$ cat src/rtl/ex_stage.sv
// ex_stage: execute stage (forwarding, ALU, branch/jump resolution, iterative RV32M unit); EX_FAST_MUL_EN selects a single-step multiplier.
// Latency: ALU/branch combinational; MD ops 34 cycles in E (divide-by-zero 2, MUL* 2 with EX_FAST_MUL_EN).
// Backpressure: md_stall holds F/D while the MD unit owns the stage; the held instruction retires in DONE.
module ex_stage #(
   parameter int XLEN      = 32,
   parameter int MD_CYCLES = 32
) (
   input  logic            clk,
   input  logic            rst,
   input  logic            regwritee,
   input  logic            memwritee,
   input  logic            jumpe,
   input  logic            branche,
   input  logic            alusrce,
   input  logic            alusrce_u,
   input  logic [1:0]      resultsrce,
   input  logic [3:0]      alucontrole,
   input  logic            mde,
   input  logic [XLEN-1:0] rd1e,
   input  logic [XLEN-1:0] rd2e,
   input  logic [XLEN-1:0] pce,
   input  logic [XLEN-1:0] extimme,
   input  logic [XLEN-1:0] pcplus4e,
   input  logic [4:0]      rde,
   input  logic [6:0]      opcodee,
   input  logic [2:0]      funct3e,
   input  logic [1:0]      forwardae,
   input  logic [1:0]      forwardbe,
   input  logic [XLEN-1:0] aluresultm,
   input  logic [XLEN-1:0] resultw,
   output logic [XLEN-1:0] aluresultx,
   output logic [XLEN-1:0] writedatax,
   output logic [XLEN-1:0] pcplus4x,
   output logic            regwritex,
   output logic            memwritex,
   output logic [1:0]      resultsrcx,
   output logic [4:0]      rdx,
   output logic [XLEN-1:0] pctargete,
   output logic            pcsrce,
   output logic            md_stall
);
   localparam int CW = $clog2(MD_CYCLES);

   typedef enum logic [1:0] {IDLE, BUSY, DONE} state_t;

   state_t          state;
   logic [CW-1:0]   cnt;
   logic [XLEN-1:0] op_mag, acc_hi, acc_lo;
   logic [2:0]      f3_q;
   logic [4:0]      rd_q;
   logic            neg_q, neg_r;

   logic [XLEN-1:0]   fa, fb, src_a, src_b, alu_res, md_res;
   logic [XLEN-1:0]   mag_a, mag_b, quo, rem, div_diff;
   logic [XLEN:0]     mul_sum, div_sh;
   logic [2*XLEN-1:0] prod, prod_s;
   logic              taken, md_start, sgn_a, sgn_b, neg_a, neg_b, div_ge;

   always_comb begin
      case (forwardae)
         2'b01:   fa = resultw;
         2'b10:   fa = aluresultm;
         default: fa = rd1e;
      endcase
      case (forwardbe)
         2'b01:   fb = resultw;
         2'b10:   fb = aluresultm;
         default: fb = rd2e;
      endcase
   end

   assign src_a = alusrce_u ? pce : fa;
   assign src_b = alusrce ? extimme : fb;

   always_comb begin
      case (alucontrole)
         4'b0000: alu_res = src_a + src_b;
         4'b0001: alu_res = src_a - src_b;
         4'b0010: alu_res = src_a & src_b;
         4'b0011: alu_res = src_a | src_b;
         4'b0100: alu_res = src_a ^ src_b;
         4'b0101: alu_res = {{(XLEN-1){1'b0}}, ($signed(src_a) < $signed(src_b))};
         4'b0110: alu_res = {{(XLEN-1){1'b0}}, (src_a < src_b)};
         4'b0111: alu_res = src_a << src_b[4:0];
         4'b1000: alu_res = src_a >> src_b[4:0];
         4'b1001: alu_res = $unsigned($signed(src_a) >>> src_b[4:0]);
         4'b1010: alu_res = src_b;
         default: alu_res = '0;
      endcase
   end

   always_comb begin
      case (funct3e)
         3'b000:  taken = (fa == fb);
         3'b001:  taken = (fa != fb);
         3'b100:  taken = ($signed(fa) < $signed(fb));
         3'b101:  taken = ($signed(fa) >= $signed(fb));
         3'b110:  taken = (fa < fb);
         3'b111:  taken = (fa >= fb);
         default: taken = 1'b0;
      endcase
   end

   assign pctargete = (opcodee == 7'b1100111) ? ((fa + extimme) & {{(XLEN-1){1'b1}}, 1'b0})
                                               : (pce + extimme);
   assign pcsrce    = (jumpe | (branche & taken)) & (state == IDLE);
   assign md_start  = (state == IDLE) & mde;
   assign md_stall  = md_start | (state == BUSY);

   // Operand signedness: MULH/MULHSU/DIV/REM treat rs1 as signed; MULH/DIV/REM also rs2.
   assign sgn_a = (funct3e == 3'b001) | (funct3e == 3'b010) | (funct3e == 3'b100) | (funct3e == 3'b110);
   assign sgn_b = (funct3e == 3'b001) | (funct3e == 3'b100) | (funct3e == 3'b110);
   assign neg_a = sgn_a & fa[XLEN-1];
   assign neg_b = sgn_b & fb[XLEN-1];
   assign mag_a = neg_a ? -fa : fa;
   assign mag_b = neg_b ? -fb : fb;

   // Multiply: acc_hi:acc_lo shifts right, multiplier consumed from acc_lo[0].
   // Divide: acc_lo holds dividend bits shifting into the remainder acc_hi, quotient bits enter at LSB.
   assign mul_sum  = {1'b0, acc_hi} + (acc_lo[0] ? {1'b0, op_mag} : {(XLEN+1){1'b0}});
   assign div_sh   = {acc_hi, acc_lo[XLEN-1]};
   assign div_ge   = (div_sh >= {1'b0, op_mag});
   assign div_diff = div_sh[XLEN-1:0] - op_mag;

   always_ff @(posedge clk) begin
      if (rst) begin
         state  <= IDLE;
         cnt    <= '0;
         op_mag <= '0;
         acc_hi <= '0;
         acc_lo <= '0;
         f3_q   <= '0;
         rd_q   <= '0;
         neg_q  <= 1'b0;
         neg_r  <= 1'b0;
      end else begin
         case (state)
            IDLE: if (mde) begin
               f3_q <= funct3e;
               rd_q <= rde;
               cnt  <= '0;
               if (funct3e[2]) begin
                  op_mag <= mag_b;
                  neg_r  <= neg_a;
                  if (fb == '0) begin
                     acc_hi <= mag_a;
                     acc_lo <= '1;
                     neg_q  <= 1'b0;
                     state  <= DONE;
                  end else begin
                     acc_hi <= '0;
                     acc_lo <= mag_a;
                     neg_q  <= neg_a ^ neg_b;
                     state  <= BUSY;
                  end
               end else begin
                  op_mag <= mag_a;
                  acc_hi <= '0;
                  acc_lo <= mag_b;
                  neg_q  <= neg_a ^ neg_b;
                  neg_r  <= 1'b0;
`ifdef EX_FAST_MUL_EN
                  state  <= DONE;
`else
                  state  <= BUSY;
`endif
               end
            end
            BUSY: begin
               if (f3_q[2]) begin
                  acc_hi <= div_ge ? div_diff : div_sh[XLEN-1:0];
                  acc_lo <= {acc_lo[XLEN-2:0], div_ge};
               end else begin
                  {acc_hi, acc_lo} <= {mul_sum, acc_lo[XLEN-1:1]};
               end
               if (cnt == CW'(MD_CYCLES-1)) state <= DONE;
               else                         cnt   <= cnt + 1'b1;
            end
            DONE:    state <= IDLE;
            default: state <= IDLE;
         endcase
      end
   end

   always_comb begin
      prod = {acc_hi, acc_lo};
`ifdef EX_FAST_MUL_EN
      if (!f3_q[2]) prod = {{XLEN{1'b0}}, op_mag} * {{XLEN{1'b0}}, acc_lo};
`endif
      prod_s = neg_q ? -prod : prod;
      quo    = neg_q ? -acc_lo : acc_lo;
      rem    = neg_r ? -acc_hi : acc_hi;
      case (f3_q)
         3'b000:                 md_res = prod_s[XLEN-1:0];
         3'b001, 3'b010, 3'b011: md_res = prod_s[2*XLEN-1:XLEN];
         3'b100, 3'b101:         md_res = quo;
         default:                md_res = rem;
      endcase
   end

   always_comb begin
      aluresultx = alu_res;
      writedatax = fb;
      pcplus4x   = pcplus4e;
      regwritex  = regwritee;
      memwritex  = memwritee;
      resultsrcx = resultsrce;
      rdx        = rde;
      if (state == DONE) begin
         aluresultx = md_res;
         writedatax = '0;
         pcplus4x   = '0;
         regwritex  = 1'b1;
         memwritex  = 1'b0;
         resultsrcx = 2'b00;
         rdx        = rd_q;
      end else if (md_stall) begin
         regwritex  = 1'b0;
         memwritex  = 1'b0;
         resultsrcx = 2'b00;
      end
   end
endmodule

$ cat config.mk
export PLATFORM = sky130hd
export DESIGN_NAME = ex_stage
export DESIGN_NICKNAME = d
export VERILOG_FILES = /design/src/rtl/ex_stage.sv
export SDC_FILE = /design/constraint.sdc
export NUM_CORES = 2
export LEC_CHECK = 0
export CAP_MARGIN = 20
export CORE_AREA = 2 2 244 246
export DETAILED_ROUTE_END_ITERATION = 8
export DIE_AREA = 0 0 246 248
export PLACE_DENSITY = 0.76
export SETUP_SLACK_MARGIN = 0.2
export SYNTH_ARGS = -nofsm -noshare
export SYNTH_HDL_FRONTEND = slang
export SYNTH_SLANG_ARGS = --single-unit
$ cat constraint.sdc
create_clock -name clk -period 19.1 [get_ports clk]
set_clock_uncertainty 0.15 [all_clocks]
set_input_delay 5.73 -clock clk [delete_from_list [all_inputs] [get_ports clk]]
set_output_delay 5.73 -clock clk [all_outputs]
set_load 0.05 [all_outputs]
==> metrics.csv <==
metric,value,unit
cell area after synthesis,29000,µm²
largest net degree at the start of global routing,82,
Setup Buffers After CTS,0,
crit path DAT,12370,ps
RSZ-0062 raised after global routing,false,
r2r setup slk,14340,ps
Max Root-Sink Buffers,2,
FMAX,54.8,MHz
top post-synthesis cells by area,"ha_1, dfxtp_1, o21ai_0, a21oi_1, nor2_1",
Yosys reg bits,113,
Die H,248,µm
CTS buffer count,17,
MaxCap Viol Count,0,
antenna-violating nets left,0,
DRT Wirelength,155000,µm
# rows,89,
fraction of layout cells with a size suffix above 1,0.0621,
drt pass-1 iters,8,
clk slew on worst S/H paths,60,ps
final setup TNS,0,ps
reg-to-reg endpoint,acc_hi[27]$_SDFFE_PP0P_,
Initial Util,0.496,
YS warnings,0,
reg2reg start,acc_lo[0]$_SDFFE_PP0P_,
Clock Sink Count,113,
global-route wire length before repair,222000,µm
WS Path Type,in -> out,
DR vias/cell,6.98,
required time of the critical path,13220,ps
drc violations,0,
H-Tree Level Count,4,
Synth Flop Type,dfxtp_1,
R2R depth,13,
Worst Setup End Kind,output port,
share of flip-flops with an asynchronous set or reset,0,
"Seq/Total Area, Yosys",0.0780,
Wirelength per Cell,29.0,µm
share of the synthesized area in the top cell type,0.113,
fin. max-slew vios,0,
dominant cell type by area after synthesis,ha_1,
DPL Wire Length,124000,µm
number of DRC markers in iteration 0,6004,
Final #Nets,5082,
antenna violations before repair,11,
routability congestion estimate,1.11,
Post-CTS Hold Fix Bufs,0,
Worst Hold Path EP,op_mag[29]$_SDFFE_PP0P_,
CTS Root Buffer Type,clkbuf_16,
"Min Clock Period, post-route",18250,ps
"Clk Latency, worst-skew pair",450,ps
crit path max fanout,52,
CP max stage cell,clkdlybuf4s50_1,
DR vias,37300,
Syn Nets,4888,
Worst Hold Class,reg -> reg,
"Hold Vio Cnt, Final",0,
Core ar.,58500,µm²
CP cell instances,clkdlybuf4s50_1 > inv_1 > ha_2 > buf_4 > nand2_1 > o21ai_0 > buf_4 > nand2_1 > o21ai_0 > inv_1 > mux2_2 > mux2i_1 > nor2_1 > or3_1 > o21ai_0 > a221o_1 > a2111oi_0 > buf_4 > o21ai_0 > clkdlybuf4s50_1,
vias in the first global route,33900,
Power Total,0.00244,W
P&R area growth vs syn,18.1,%
die width,246,µm
number of synthesized flops with an enable pin,0,
post-synthesis cell count,4363,
most frequent cells in the layout,"nor2_1, nand2_1, o21ai_0, clkdlybuf4s50_1, a21oi_1",
pwr dens,71.2,nW/µm²
endpoints failing setup,0,
Worst path max stage delay,940,ps
Peak VDD IR,0.0626,mV
Crit path top cell by count,o21ai_0,
die area,61000,µm²
leakage power,14.0,nW
Startpoint Class,input port,
PortBufs,396,
Hold Path Origin,op_mag[29]$_SDFFE_PP0P_,
I/O Pins,397,
Worst-Margin Slew,1330,ps
gr usage total,0.484,
Slew headroom,0.106,
crit share post-route,0.956,
Netlist cell types,93,
"commonest non-fill, non-tap cell in the layout",nor2_1,
Finished Layout Cells,5345,
TritonCTS clock tree,yes,
Synth Area per Inst,6.65,µm²
post-cts sizing count,0,
status,"finished, final reports clean",
GRT overflow,0,
hold path depth,2,
Inst Count DP,5309,
flip-flops by register name, summed over array words and instances, names as in the netlist:
name	flops
f3_q	3
acc_lo	32
rd_q	5
neg_q	1
state	2
neg_r	1
op_mag	32
cnt	5
acc_hi	32
stage by stage:
stage | area [µm²] | util | hold slack [ps] | worst slack, ps
after floorplan | 29000 | - | 282 | 1670
after global placement | 33600 | 0.575 | 290 | 1140
after detailed placement | 33600 | 0.575 | 297 | 1040
after CTS | 34200 | 0.585 | 305 | 1040
after global routing | 34200 | 0.586 | 324 | 514
final | 34300 | 0.586 | 306 | 847
synth_stat cells (all sizes together), types with 13 or more instances:
cell type and number:
o211ai 59, o21a 26, and2 55, a21boi 13
o221ai 45, a22o 31, clkbuf 270, nand3 73
o22ai 48, or3 40, xor2 101, a22oi 41
dfxtp 113, a221oi 83, nor3 99, o311ai 19
buf 59, nand2 411, mux2i 155, a31oi 63
nor2b 52, o21bai 20, a221o 37, o31ai 47
o21ai 394, a211o 17, nor2 436, a21o 73
inv 208, a21oi 368, mux2 30, or2 35
nand2b 67, nor4 20, a211oi 66, nand4 33
xnor2 173, ha 261, or4 19, and3 34
where the power goes:
part	internal, W	switching, W	leakage, nW
Sequential	0.000258	0.0000425	0.930
Combinational	0.000624	0.00118	12.8
Clock	0.000199	0.000139	0.295
Total	0.00108	0.00136	14.0
layout make-up:
class / instances / area [µm²]
inverter: 213 / 800
clock inverter: 14 / 166
timing repair buffer: 504 / 4860
multi-input combinational: 3708 / 24800
antenna: 2 / 5.00
clock buffer: 18 / 439
fill: 5663 / 24200
sequential: 113 / 2260
tap: 773 / 967
worst max-delay path by stage:
| stage | from | endpoint | slack, ps |
|---|---|---|---|
| after detailed placement | forwardbe[0] | aluresultx[30] | 1040 |
| after floorplan | forwardbe[0] | aluresultx[23] | 1670 |
| after global routing | forwardbe[0] | aluresultx[22] | 510 |
| after global placement | forwardbe[0] | aluresultx[0] | 1140 |
| final | forwardae[0] | aluresultx[2] | 850 |
| after CTS | forwardbe[0] | aluresultx[30] | 1040 |
metal layers:
| layer | share of wire | GRT usage | vias up | routed length, µm |
|---|---|---|---|---|
| li1 | - | - | 16500 | - |
| met3 | 0.14 | 0.148 | 659 | 21500 |
| met2 | 0.42 | 0.744 | 2979 | 65100 |
| met5 | 0.00075 | 0 | - | 116 |
| met1 | 0.36 | 0.583 | 17200 | 55800 |
| met4 | 0.082 | 0.316 | 14 | 12800 |
worst max-delay path: cells and delay by family:
kind,cells,cell delay [ps]
fa+ha+maj,1,930
compound gates,6,1920
simple gates,4,500
mux,2,680
buf+inv,7,2590
kinds of logic after synthesis:
| group | after synthesis | synth area share |
|---|---|---|
| simple gates | 1411 | 0.229 |
| fa+ha+maj | 267 | 0.117 |
| buf+inv | 542 | 0.0718 |
| compound gates | 1571 | 0.357 |
| flops | 113 | 0.0780 |
| xor+xnor | 274 | 0.0827 |
| mux | 185 | 0.0651 |
Note: power is estimated with default switching activity, not from simulation.
